--- src/rtl/fe_pkg.sv ---
// fe_pkg: shared types for the front-end predictor and back-end branch resolve unit.
package fe_pkg;

    localparam int PC_WIDTH = 16;

    typedef struct packed {
        logic                taken;
        logic [PC_WIDTH-1:0] target;
        logic [PC_WIDTH-1:0] fallthru;
    } branch_entry_t;

    typedef enum logic {
        BRU_RUN,
        BRU_REDIRECT
    } bru_state_e;

endpackage

--- src/rtl/branch_resolve_unit_if.sv ---
// branch_resolve_unit_if: prediction, resolve and redirect handshakes between FE/EX (master) and the resolve unit (slave).
interface branch_resolve_unit_if #(parameter int PC_WIDTH = fe_pkg::PC_WIDTH);
    logic                pred_v;
    logic                pred_ready;
    logic                pred_taken;
    logic                pred_spec;
    logic [PC_WIDTH-1:0] pred_target;
    logic [PC_WIDTH-1:0] pred_fallthru;
    logic                resolve_v;
    logic                resolve_taken;
    logic [PC_WIDTH-1:0] resolve_target;
    logic                redirect_v;
    logic                redirect_ready;
    logic [PC_WIDTH-1:0] redirect_pc;

    modport master (
        output pred_v, pred_taken, pred_spec, pred_target, pred_fallthru,
        output resolve_v, resolve_taken, resolve_target, redirect_ready,
        input  pred_ready, redirect_v, redirect_pc
    );

    modport slave (
        input  pred_v, pred_taken, pred_spec, pred_target, pred_fallthru,
        input  resolve_v, resolve_taken, resolve_target, redirect_ready,
        output pred_ready, redirect_v, redirect_pc
    );
endinterface

--- src/rtl/branch_entry_fifo.sv ---
// branch_entry_fifo: in-order queue of speculative branches; clear wins over push and pop.
module branch_entry_fifo
    import fe_pkg::*;
#(
    parameter int  DEPTH   = 4,
    parameter type entry_t = branch_entry_t
) (
    input  logic                     clk_i,
    input  logic                     reset_i,
    input  logic                     push_i,
    input  logic                     pop_i,
    input  logic                     clear_i,
    input  entry_t                   data_i,
    output entry_t                   head_o,
    output logic                     full_o,
    output logic                     empty_o,
    output logic [$clog2(DEPTH):0]   count_o
);
    localparam int AW = $clog2(DEPTH);
    localparam int CW = AW + 1;

    entry_t          mem_q [DEPTH];
    logic [AW-1:0]   wr_q, rd_q;
    logic [CW-1:0]   cnt_q;
    logic            do_push, do_pop;

    assign full_o  = cnt_q == CW'(DEPTH);
    assign empty_o = cnt_q == '0;
    assign count_o = cnt_q;
    assign head_o  = mem_q[rd_q];
    assign do_push = push_i & ~full_o;
    assign do_pop  = pop_i & ~empty_o;

    always_ff @(posedge clk_i) begin
        if (do_push && !clear_i) mem_q[wr_q] <= data_i;
    end

    // Pointers wrap naturally since DEPTH is a power of two; the count separates full from empty.
    always_ff @(posedge clk_i) begin
        if (reset_i || clear_i) begin
            wr_q  <= '0;
            rd_q  <= '0;
            cnt_q <= '0;
        end else begin
            if (do_push) wr_q <= wr_q + 1'b1;
            if (do_pop) rd_q <= rd_q + 1'b1;
            cnt_q <= cnt_q + CW'(do_push) - CW'(do_pop);
        end
    end
endmodule

--- src/rtl/branch_resolve_unit.sv ---
// branch_resolve_unit: checks FE speculative predictions against execute outcomes and redirects on mispredict.
// Define BRANCH_RESOLVE_STATS_EN to add saturating resolve/mispredict counters.
module branch_resolve_unit
    import fe_pkg::*;
#(
    parameter int DEPTH    = 4,
    parameter int PC_WIDTH = fe_pkg::PC_WIDTH
) (
    input  logic                       clk_i,
    input  logic                       reset_i,
    branch_resolve_unit_if.slave       bus,
    output logic                       flush_o,
    output logic [$clog2(DEPTH):0]     outstanding_o,
`ifdef BRANCH_RESOLVE_STATS_EN
    output logic [15:0]                resolved_cnt_o,
    output logic [15:0]                mispredict_cnt_o,
`endif
    output logic                       err_o
);
    bru_state_e          state_q;
    logic                redirect_v_q, flush_q, err_q;
    logic [PC_WIDTH-1:0] redirect_pc_q, redirect_pc_d;
    branch_entry_t       head, new_entry;
    logic                full, empty, run, push, res_fire, hit, mispredict;

    assign run        = state_q == BRU_RUN;
    assign push       = bus.pred_v & bus.pred_ready & bus.pred_spec;
    assign res_fire   = bus.resolve_v & run;
    assign hit        = res_fire & ~empty;
    assign mispredict = hit & ((bus.resolve_taken != head.taken) |
                               (bus.resolve_taken & (bus.resolve_target != head.target)));
    assign redirect_pc_d = bus.resolve_taken ? bus.resolve_target : head.fallthru;
    assign new_entry  = '{taken: bus.pred_taken, target: bus.pred_target, fallthru: bus.pred_fallthru};

    assign bus.pred_ready  = run & ~full;
    assign bus.redirect_v  = redirect_v_q;
    assign bus.redirect_pc = redirect_pc_q;
    assign flush_o         = flush_q;
    assign err_o           = err_q;

    // A mispredict clears the queue, so any same-cycle enqueue is wrong-path and dropped.
    branch_entry_fifo #(.DEPTH(DEPTH), .entry_t(branch_entry_t)) u_fifo (
        .clk_i   (clk_i),
        .reset_i (reset_i),
        .push_i  (push),
        .pop_i   (hit & ~mispredict),
        .clear_i (mispredict),
        .data_i  (new_entry),
        .head_o  (head),
        .full_o  (full),
        .empty_o (empty),
        .count_o (outstanding_o)
    );

    always_ff @(posedge clk_i) begin
        if (reset_i) begin
            state_q       <= BRU_RUN;
            redirect_v_q  <= 1'b0;
            redirect_pc_q <= '0;
            flush_q       <= 1'b0;
            err_q         <= 1'b0;
        end else begin
            flush_q <= mispredict;
            if (res_fire && empty) err_q <= 1'b1;
            if (mispredict) begin
                state_q       <= BRU_REDIRECT;
                redirect_v_q  <= 1'b1;
                redirect_pc_q <= redirect_pc_d;
            end else if (state_q == BRU_REDIRECT && bus.redirect_ready) begin
                state_q      <= BRU_RUN;
                redirect_v_q <= 1'b0;
            end
        end
    end

`ifdef BRANCH_RESOLVE_STATS_EN
    logic [15:0] resolved_cnt_q, mispredict_cnt_q;

    assign resolved_cnt_o   = resolved_cnt_q;
    assign mispredict_cnt_o = mispredict_cnt_q;

    always_ff @(posedge clk_i) begin
        if (reset_i) begin
            resolved_cnt_q   <= '0;
            mispredict_cnt_q <= '0;
        end else begin
            if (res_fire && !(&resolved_cnt_q)) resolved_cnt_q <= resolved_cnt_q + 16'd1;
            if (mispredict && !(&mispredict_cnt_q)) mispredict_cnt_q <= mispredict_cnt_q + 16'd1;
        end
    end
`endif
endmodule

--- src/flat_wrapper.sv ---
// flat-port wrapper written by rule: the top's interface ports become plain ports
module branch_resolve_unit_flat import fe_pkg::*;
#(
    parameter int DEPTH    = 4,
    parameter int PC_WIDTH = fe_pkg::PC_WIDTH
)
  (clk_i, reset_i, flush_o, outstanding_o, err_o, bus_pred_v, bus_pred_taken, bus_pred_spec, bus_pred_target, bus_pred_fallthru, bus_resolve_v, bus_resolve_taken, bus_resolve_target, bus_redirect_ready, bus_pred_ready, bus_redirect_v, bus_redirect_pc);
  branch_resolve_unit_if #(.PC_WIDTH(PC_WIDTH)) bus_i ();
  input  logic clk_i;
  input  logic reset_i;
  output logic flush_o;
  output logic [$clog2(DEPTH):0] outstanding_o;
  output logic err_o;
  input wire logic [$bits(bus_i.pred_v)-1:0] bus_pred_v;
  input wire logic [$bits(bus_i.pred_taken)-1:0] bus_pred_taken;
  input wire logic [$bits(bus_i.pred_spec)-1:0] bus_pred_spec;
  input wire logic [$bits(bus_i.pred_target)-1:0] bus_pred_target;
  input wire logic [$bits(bus_i.pred_fallthru)-1:0] bus_pred_fallthru;
  input wire logic [$bits(bus_i.resolve_v)-1:0] bus_resolve_v;
  input wire logic [$bits(bus_i.resolve_taken)-1:0] bus_resolve_taken;
  input wire logic [$bits(bus_i.resolve_target)-1:0] bus_resolve_target;
  input wire logic [$bits(bus_i.redirect_ready)-1:0] bus_redirect_ready;
  output wire logic [$bits(bus_i.pred_ready)-1:0] bus_pred_ready;
  output wire logic [$bits(bus_i.redirect_v)-1:0] bus_redirect_v;
  output wire logic [$bits(bus_i.redirect_pc)-1:0] bus_redirect_pc;
  assign bus_i.pred_v = bus_pred_v;
  assign bus_i.pred_taken = bus_pred_taken;
  assign bus_i.pred_spec = bus_pred_spec;
  assign bus_i.pred_target = bus_pred_target;
  assign bus_i.pred_fallthru = bus_pred_fallthru;
  assign bus_i.resolve_v = bus_resolve_v;
  assign bus_i.resolve_taken = bus_resolve_taken;
  assign bus_i.resolve_target = bus_resolve_target;
  assign bus_i.redirect_ready = bus_redirect_ready;
  assign bus_pred_ready = bus_i.pred_ready;
  assign bus_redirect_v = bus_i.redirect_v;
  assign bus_redirect_pc = bus_i.redirect_pc;
  branch_resolve_unit #(.DEPTH(DEPTH), .PC_WIDTH(PC_WIDTH)) u_core (.clk_i(clk_i), .reset_i(reset_i), .bus(bus_i), .flush_o(flush_o), .outstanding_o(outstanding_o), .err_o(err_o));
endmodule
--- config.mk ---
export PLATFORM = sky130hd
export DESIGN_NAME = branch_resolve_unit_flat
export DESIGN_NICKNAME = d
export VERILOG_FILES = /design/src/rtl/fe_pkg.sv /design/src/rtl/branch_resolve_unit_if.sv /design/src/rtl/branch_entry_fifo.sv /design/src/rtl/branch_resolve_unit.sv /design/src/flat_wrapper.sv
export SDC_FILE = /design/constraint.sdc
export NUM_CORES = 1
export LEC_CHECK = 0
export CAP_MARGIN = 10
export CORE_MARGIN = 4
export CORE_UTILIZATION = 50
export DETAILED_ROUTE_END_ITERATION = 6
export HOLD_SLACK_MARGIN = 0.05
export PLACE_DENSITY_LB_ADDON = 0.12
export SLEW_MARGIN = 25
export SYNTH_ARGS = -nofsm -noshare
export SYNTH_HDL_FRONTEND = slang
export SYNTH_SLANG_ARGS = --single-unit
--- constraint.sdc ---
create_clock -name clk_i -period 5.78 [get_ports clk_i]
set_input_delay 1.156 -clock clk_i [delete_from_list [all_inputs] [get_ports clk_i]]
set_output_delay 1.156 -clock clk_i [all_outputs]
set_load 0.01 [all_outputs]
==> reports/metrics.yaml <==
clk_path_buf_depth: 2
grt_pass1_wl_um: 21250
clock-sinks: 160
portBuffers: 78
cap_violations: 0
antenna_left: 0
grt_pass1_vias: 3802
drive_gt1_frac: 0.2266
syn2layout_area_growth_pct: 22.81
insertion_delay_ns: 0.42
drt_iter0_markers: 285
crit_path_end: "u_core.u_fifo.mem_q[3][5]"
synth_area_mm2: 0.006665
syn-num-nets: 441
setup_violations: 0
crit_chain: "buf_4 > mux4_2 > xnor2_1 > nand4b_1 > or4_1 > o21a_1 > nor2_2 > buf_4"
grt.overflow.total: 0
gp_congestion: 0.7427
outcome: "finished, final reports clean"
pwr_density_cell_mw_per_mm2: 362.2
synth_ff_type: "edfxtp_1"
cellLeakagePower_uw: 0.002637
reg2regPathDepth: 8
routed_via_density: 5.547
fin_nets: 531
die_w_um: 123.5
rsz0062_at_grt: "no"
dp.final_hpwl_um: 9296
layout_setup_ws_ns: 1.354
cp-end-kind: "flop"
dr_total_vias: 3622
worstMarginPinSlew_ns: 0.6968
fin_worst_skew_ns: 0.006307
critical_path_required_ns: 5.89
yosysTopAreaCell: "edfxtp_1"
cts.htree.levels: 4
crit_top_cell: "buf_4"
worstSetupPathType: "flop to flop"
cts_resized: 0
regToRegSetupSlack_ns: 1.35
rows: 41
worst_path_largest_cell_delay_ns: 0.85
synth_edf_count: 132
finalHoldViolations: 0
tritoncts: "done"
ys_types: 43
cts_hold_buf: 0
r2r-end: "u_core.u_fifo.mem_q[3][5]"
drtPass1Iterations: 4
cp.arrival_ns: 4.54
postSynthCellCount: 378
path_clk_slew_ns: 0.06
period_needed_ns: 4.426
numCtsBuffers: 17
antenna_found_initial: 0
synth.top_cell.area_share: 0.5947
yosysMostFrequentCell: "edfxtp_1"
grtUsageTotal: 0.1938
cp-start-kind: "flop"
synthTopCellsByCount: "edfxtp_1 (132), dfxtp_1 (28), inv_1 (25)"
cts-root-buf: "clkbuf_16"
path_buf_inv: 2
synth-seq-area-share: 0.6788
post_drt_wl_per_cell_um: 21.06
drc: 0
synthArstFlopShare: 0
critPathMaxFanout: 20
finalSetupTns_ns: 0
ios: 79
cts_setup_buffers: 0
dp_slack_ns: 1.229
peakVddDrop_mv: 0.2992
syn_avg_cell_area_um2: 17.63
core-area_mm2: 0.01282
cp.depth: 8
initial_core_util: 0.5197
hp-class: "flop to flop"
cpMaxStageDelayCell: "or4_1"
slew_viol_final: 0
cp_top_family: "simple AND/OR/NAND/NOR gates"
fin_crit_sh: 0.7657
antenna_cells: 0
yosys_warnings: 0
fp.dieH_um: 123.5
grt_max_degree: 27
drt_wl_total_um: 13750
ys_seq_elements: 160
ys_top_cells_by_area: "edfxtp_1 (59%), dfxtp_1 (8.4%), mux4_2 (8.1%), mux2_2 (3.0%), o2111ai_1 (2.1%)"
max_slew_margin: 0.5350
fmax_ghz: 0.2260
dieArea_mm2: 0.01524
stage by stage:
| stage | area [um^2] | util | cells | hold WS (ns) | power [uW] |
|---|---|---|---|---|---|
| after floorplan | 6665 | - | 378 | 0.4804 | 1725 |
| after global placement | 7614 | 0.5937 | 621 | 0.4488 | 1918 |
| after detailed placement | 7614 | 0.5937 | 621 | 0.4613 | 1929 |
| after CTS | 8185 | 0.6382 | 653 | 0.4707 | 2990 |
| after global routing | 8185 | 0.6382 | 653 | 0.4809 | 3090 |
| final | 8185 | 0.6382 | 653 | 0.4660 | 2964 |
report_power, final:
group / total (uW) / leakage (uW) / internal [uW] / switching (uW)
logic: 501 / 0.000940 / 253 / 249
registers: 1400 / 0.00142 / 1350 / 49.2
clock network: 1060 / 0.000273 / 636 / 428
worst reg2reg max path: cells and delay by family, from the launching register on:
family	cells	cell delay [ns]
and+or+nand+nor	3	1.55
DFF	1	0.76
buffers and inverters	2	0.68
muxes	1	0.54
AOI/OAI and AO/OA	1	0.36
xor gates and xnor gates	1	0.23
logic make-up (layout without fill, tap and decap cells):
kind of cell / Yosys count / in the layout / synth area share
XOR/XNOR: 18 / 18 / 0.02365
AND/OR/NAND/NOR: 45 / 45 / 0.03961
AO/OA/AOI/OAI: 44 / 44 / 0.05894
adder cells (fa/ha/maj): 7 / 7 / 0.01427
buffers and inverters: 49 / 152 / 0.04148
multiplexers: 55 / 55 / 0.1432
flip-flops: 160 / 160 / 0.6788
cell type report:
class,instances,area [um^2]
Fill cell,967,4639
Sequential cell,160,4526
Multi-Input combinational cell,169,1874
Timing Repair Buffer,94,900.9
Clock buffer,23,488.0
Tap cell,172,215.2
Inverter,26,97.59
Clock inverter,9,83.83
state kept, by name, indices dropped and copies added, names as in the netlist, named ones only:
register                flops
u_core.u_fifo.mem_q       132
u_core.bus.redirect_pc     16
u_core.u_fifo.count_o       3
u_core.u_fifo.rd_q          2
u_core.u_fifo.wr_q          2
u_core.err_o                1
u_core.flush_o              1
u_core.state_q              1
placed cells by master, fill, tap and decap left out, types with 3 or more instances in the layout:
| cell | n |
|---|---|
| nor3_2 | 4 |
| edfxtp_1 | 132 |
| mux2i_1 | 8 |
| inv_1 | 25 |
| dfxtp_1 | 27 |
| clkbuf_8 | 4 |
| ha_1 | 6 |
| buf_4 | 16 |
| o31ai_2 | 10 |
| clkinvlp_4 | 3 |
| clkbuf_16 | 17 |
| mux4_2 | 24 |
| nand3_1 | 5 |
| o31ai_1 | 6 |
| o2111ai_1 | 16 |
| a21oi_1 | 6 |
| nor2_2 | 4 |
| o21a_1 | 3 |
| mux4_1 | 5 |
| clkdlybuf4s50_1 | 78 |
| nor2_1 | 6 |
| mux2_2 | 18 |
| xnor2_1 | 15 |
| nand2_1 | 9 |
| nor2b_1 | 3 |
| xor2_1 | 3 |
metal layers:
metal / wire length (um) / global-route usage / vias up / part of all wire
li1: - / - / 1666 / -
met1: 5999 / 0.2578 / 1832 / 0.44
met2: 6746 / 0.3072 / 106 / 0.49
met3: 695 / 0.04895 / 18 / 0.051
met4: 308 / 0.07889 / 0 / 0.022
met5: 0 / 0 / - / 0
worst min path at each step:
stage                                    startpoint                         to  slack (ns)  cells past startpoint
after floorplan           u_core.bus.redirect_pc[4]  u_core.bus.redirect_pc[4]        0.48                      2
after global placement                 u_core.err_o               u_core.err_o        0.45                      2
after detailed placement  u_core.bus.redirect_pc[5]  u_core.bus.redirect_pc[5]        0.46                      2
after CTS                 u_core.bus.redirect_pc[9]  u_core.bus.redirect_pc[9]        0.47                      2
after global routing      u_core.bus.redirect_pc[5]  u_core.bus.redirect_pc[5]        0.48                      2
final                     u_core.bus.redirect_pc[9]  u_core.bus.redirect_pc[9]        0.47                      2
(Power assumes the default switching activity.)
==> RTL change 1: new RTL, config.mk and constraints unchanged <==
`DEPTH` is set to 4 in 3 places; all go to 8.
--- a/src/rtl/branch_entry_fifo.sv
+++ b/src/rtl/branch_entry_fifo.sv
@@ -2,7 +2,7 @@
 module branch_entry_fifo
     import fe_pkg::*;
 #(
-    parameter int  DEPTH   = 4,
+    parameter int  DEPTH   = 8,
     parameter type entry_t = branch_entry_t
 ) (
     input  logic                     clk_i,
--- a/src/rtl/branch_resolve_unit.sv
+++ b/src/rtl/branch_resolve_unit.sv
@@ -3,7 +3,7 @@
 module branch_resolve_unit
     import fe_pkg::*;
 #(
-    parameter int DEPTH    = 4,
+    parameter int DEPTH    = 8,
     parameter int PC_WIDTH = fe_pkg::PC_WIDTH
 ) (
     input  logic                       clk_i,
--- a/src/flat_wrapper.sv
+++ b/src/flat_wrapper.sv
@@ -1,7 +1,7 @@
 // flat-port wrapper written by rule: the top's interface ports become plain ports
 module branch_resolve_unit_flat import fe_pkg::*;
 #(
-    parameter int DEPTH    = 4,
+    parameter int DEPTH    = 8,
     parameter int PC_WIDTH = fe_pkg::PC_WIDTH
 )
   (clk_i, reset_i, flush_o, outstanding_o, err_o, bus_pred_v, bus_pred_taken, bus_pred_spec, bus_pred_target, bus_pred_fallthru, bus_resolve_v, bus_resolve_taken, bus_resolve_target, bus_redirect_ready, bus_pred_ready, bus_redirect_v, bus_redirect_pc);
Ports: changed (resized outstanding_o); port bits go from 79 to 80. The function was not compared with the original's and may differ.
==> RTL change 1 against the unedited design <==
  * Synthesized area increased by 82%
  * Power increased by 79%
  * Sequential power increased by 79%
  * Routed wire length increased by 98%
  * Sequential cell count increased by 136
  * Non-clock buffer count increased by 9
  * Final area increased by 76%
  * Setup slack got worse by 0.092 ns
==> RTL change 1: results (changes against the unedited design) <==
metal2 WL=12,700 um (was 6750 um); RePlAce Congestion=0.848 (was 0.743); Critical Path AT=4.97 ns (was 4.54 ns); Synthesized Nets=761 (was 441); share of cells above drive strength 1=0.173 (was 0.227); most frequent cells after synthesis=edfxtp_1 (264), mux2i_1 (62), mux4_2 (51), nand2_1 (38), o21ai_0 (38) (was edfxtp_1 (132), dfxtp_1 (28), inv_1 (25), mux4_2 (24), mux2_2 (18)); slowest stage delay, CP=0.67 ns (was 0.85 ns); gr usage total=0.207 (was 0.194); DP HPWL=16,700 um (was 9300 um); initial antenna violation count=0 (unchanged); Post-Route Skew=0.0177 ns (was 0.00631 ns); met2 Usage GRT=0.329 (was 0.307); htree depth=1 (was 4); Clock Path Buffers=3 (was 2); First-pass DRT Iterations=5 (was 4); Static Leak=0.00443 uW (was 0.00264 uW); largest net degree at the start of global routing=50 (was 27); global-route wire length before repair=41,800 um (was 21,300 um); R2R Path End=u_core.u_fifo.count_o[1] (was u_core.u_fifo.mem_q[3][5]); xor/xnor share of the synthesized area=0.0108 (was 0.0237); Crit Path Max Fanout=27 (was 20); vias in the first global route=6,992 (was 3,802); M3 GR Usage=0.0309 (was 0.0489); status=finished clean (unchanged); Syn Area/Cell=17.4 um^2 (was 17.6 um^2); Final nets=854 (was 531); final wirelength=27,200 um (was 13,800 um); routed wl met3=1750 um (was 695 um); met1 GRT Util=0.294 (was 0.258); placed cells=1,077 (was 621); Crit-path slowest cell=dfxtp_2 (was or4_1); Via density=5.83 (was 5.55); reg2reg setup slack=1.26 ns (was 1.35 ns); post-synthesis compound-gate area fraction=0.0512 (was 0.0589); DR WL/cell=24.0 um (was 21.1 um); Num CTS Buffers=30 (was 17); Yosys warnings=0 (unchanged); fraction of synthesized area in multiplexers=0.146 (was 0.143); n_diodes=0 (unchanged); Synth Area in Adders=0.00888 (was 0.0143); top cells by area, synth=edfxtp_1 (65%), mux4_2 (9.5%), dfxtp_1 (5.3%) (was edfxtp_1 (59%), dfxtp_1 (8.4%), mux4_2 (8.1%)); Worst-Skew Late Latency=0.55 ns (was 0.42 ns); DRT iter0 DRCs=491 (was 285); Met1 Wirelength=11,800 um (was 6000 um); Cell variety after synth=44 (was 43); r2r worst-path depth=13 (was 8); EDFF count, synth=264 (was 132); max reg flops=264 (was 132); Post-CTS Setup Repair Bufs=0 (unchanged); IO buf count=79 (was 78); Least-Margin Pin Slew=0.865 ns (was 0.697 ns); post-synthesis sequential area ratio=0.707 (was 0.679)
[RTL change 1: worst max-delay path: cells and delay by family (launching register included)]
kind / cells / cell delay [ns]
simple gates: 3 / 0.92
buf+inv: 3 / 0.89
flops: 1 / 0.67
mux: 2 / 0.65
fa+ha+maj: 2 / 0.65
compound gates: 2 / 0.40
xor+xnor: 1 / 0.22
[RTL change 1: where the power goes]
| group | leakage, uW | switching, uW | internal, uW |
|---|---|---|---|
| clock network | 0.000530 | 769 | 1300 |
| registers | 0.00264 | 66.0 | 2430 |
| logic | 0.00126 | 415 | 334 |
| total | 0.00443 | 1250 | 4070 |
[RTL change 1: how the worst max path moves through the flow]
stage | startpoint | end | cells after the start
floorplan | flop | u_core.u_fifo.mem_q[3][0] | 11
global placement | bus_resolve_taken | u_core.u_fifo.count_o[1] | 12
detailed placement | bus_resolve_taken | u_core.u_fifo.count_o[1] | 12
CTS | flop | u_core.u_fifo.count_o[1] | 13
global route | flop | u_core.u_fifo.count_o[1] | 13
finish | flop | u_core.u_fifo.count_o[1] | 13
[RTL change 1: stage by stage]
step / power (uW) / instance area (um^2) / hold slack [ns] / setup slack, ns / TNS [ns]
floorplan: 2970 / 12100 / 0.495 / -0.504 / -52.54
global placement: 3280 / 13400 / 0.460 / 1.30 / 0
detailed placement: 3300 / 13400 / 0.481 / 1.23 / 0
CTS: 5360 / 14400 / 0.496 / 1.27 / 0
global route: 5540 / 14400 / 0.536 / 0.928 / 0
finish: 5320 / 14400 / 0.482 / 1.26 / 0
[RTL change 1: final cells by class]
type / instances / area, um^2
clock inverter: 15 / 230
tap: 319 / 399
inverter: 5 / 18.8
sequential: 296 / 8580
fill: 1776 / 9240
clock buffer: 41 / 853
timing repair buffer: 103 / 983
multi-input combinational: 354 / 3380
==> RTL change 2: new RTL, same flow settings <==
Without the edit above. Put one more register stage on the output `err_o`, with the module's reset. The value now appears one clock later. The other outputs are not delayed to match.
--- a/src/rtl/branch_resolve_unit.sv
+++ b/src/rtl/branch_resolve_unit.sv
@@ -36,7 +36,13 @@
     assign bus.redirect_v  = redirect_v_q;
     assign bus.redirect_pc = redirect_pc_q;
     assign flush_o         = flush_q;
-    assign err_o           = err_q;
+    always_ff @(posedge clk_i) begin
+        if (reset_i) begin
+            err_o <= '0;
+        end else begin
+            err_o <= err_q;
+        end
+    end
 
     // A mispredict clears the queue, so any same-cycle enqueue is wrong-path and dropped.
     branch_entry_fifo #(.DEPTH(DEPTH), .entry_t(branch_entry_t)) u_fifo (
Function: changed (a bounded check fails within 4 cycles, from zero or initial values and one cycle with reset_i high).
==> RTL change 2 against the unedited design <==
  * Synthesized area down 4.9%
  * Cell count is 5.2% lower
  * Final area fell by 3.9%
  * Power down 2.7%
  * Routed wire length down 6.0%
  * Setup slack better by 0.39 ns
  * Sequential cell count up 1
  * Largest power group unchanged
==> RTL change 2: results (changes against the unedited design) <==
largest net degree at the start of global routing=33 (was 27); status=finished clean (unchanged); RePlAce Congestion=0.816 (was 0.743); met2 Usage GRT=0.306 (was 0.307); Met1 Wirelength=5470 um (was 6000 um); vias in the first global route=3,687 (was 3,802); Post-Route Skew=0.0152 ns (was 0.00631 ns); vias after detailed routing=3,425 (was 3,622); M3 GR Usage=0.0505 (was 0.0489); Final nets=501 (was 531); most frequent cells after synthesis=edfxtp_1 (132), dfxtp_1 (29), mux4_2 (29), mux2i_1 (25), nor2_1 (20) (was edfxtp_1 (132), dfxtp_1 (28), inv_1 (25), mux4_2 (24), mux2_2 (18)); global-route wire length before repair=20,500 um (was 21,300 um); met1 GRT Util=0.256 (was 0.258); share of cells above drive strength 1=0.149 (was 0.227); Cell variety after synth=32 (was 43); Peak VDD IR=233 uV (was 299 uV); Syn Area/Cell=18.2 um^2 (was 17.6 um^2); Placement Cell Area=0.00732 mm^2 (was 0.00761 mm^2); Critical Path AT=4.36 ns (was 4.54 ns); top cells by area, synth=edfxtp_1 (63%), mux4_2 (10%), dfxtp_1 (9.2%) (was edfxtp_1 (59%), dfxtp_1 (8.4%), mux4_2 (8.1%)); Finished Layout Cells=619 (was 653); post-synthesis sequential area ratio=0.717 (was 0.679); Filler Cell Count=907 (was 967); DP HPWL=8620 um (was 9300 um); DRT iter0 DRCs=201 (was 285); Synthesized Nets=412 (was 441); Static Leak=0.00260 uW (was 0.00264 uW); relative max-transition margin=0.410 (was 0.535); Setup WS pre-CTS=1.32 ns (was 1.23 ns); metal2 WL=6510 um (was 6750 um); placed cells=587 (was 621)
==> RTL change 2: kinds of logic after synthesis <==
kind of cell,share of synthesized area
xor gates and xnor gates,0.0290
and+or+nand+nor,0.0405
muxes,0.143
adders and majority gates,0.0150
DFF,0.717
buffers and inverters,0.0192
AOI/OAI and AO/OA,0.0367
==> RTL change 2: cell type report <==
cell class | count | share of cell area
Sequential cell | 161 | 0.578
Multi-Input combinational cell | 163 | 0.213
Timing Repair Buffer | 88 | 0.110
Clock buffer | 26 | 0.0609
Tap cell | 168 | 0.0267
Clock inverter | 6 | 0.00764
Inverter | 7 | 0.00334
==> RTL change 2: final timing paths <==
check,from,end,slack [ns],cells after the start
worst min-delay path,u_core.err_q,u_core.err_q,0.47,2
worst min register to register,u_core.err_q,u_core.err_q,0.47,2
worst max-delay path,flop,u_core.u_fifo.count_o[2],1.74,14
worst max register to register,flop,u_core.u_fifo.count_o[2],1.74,14
==> RTL change 2: stage by stage <==
stage	hold WS, ns	utilization
floorplan	0.429	-
CTS	0.469	0.644
global placement	0.453	0.600
detailed placement	0.455	0.600
finish	0.466	0.644
global route	0.495	0.644
==> RTL change 2: critical path, stage by stage, from the launching register on <==
cell,delay (ns)
dfxtp_2,0.60
buf_4,0.46
mux4_2,0.57
xor2_1,0.16
a2111oi_1,0.39
nand4_1,0.16
buf_4,0.23
a21oi_1,0.17
ha_1,0.13
inv_1,0.03
ha_1,0.18
fa_1,0.38
xnor2_1,0.15
xnor2_1,0.13
nor3_1,0.17
==> RTL change 2: report_power, final <==
part           total [uW]  internal [uW]  leakage, uW  switching (uW)
clock network        1030            613     0.000258             416
registers            1410           1360      0.00143            48.4
logic                 450            229     0.000910             220
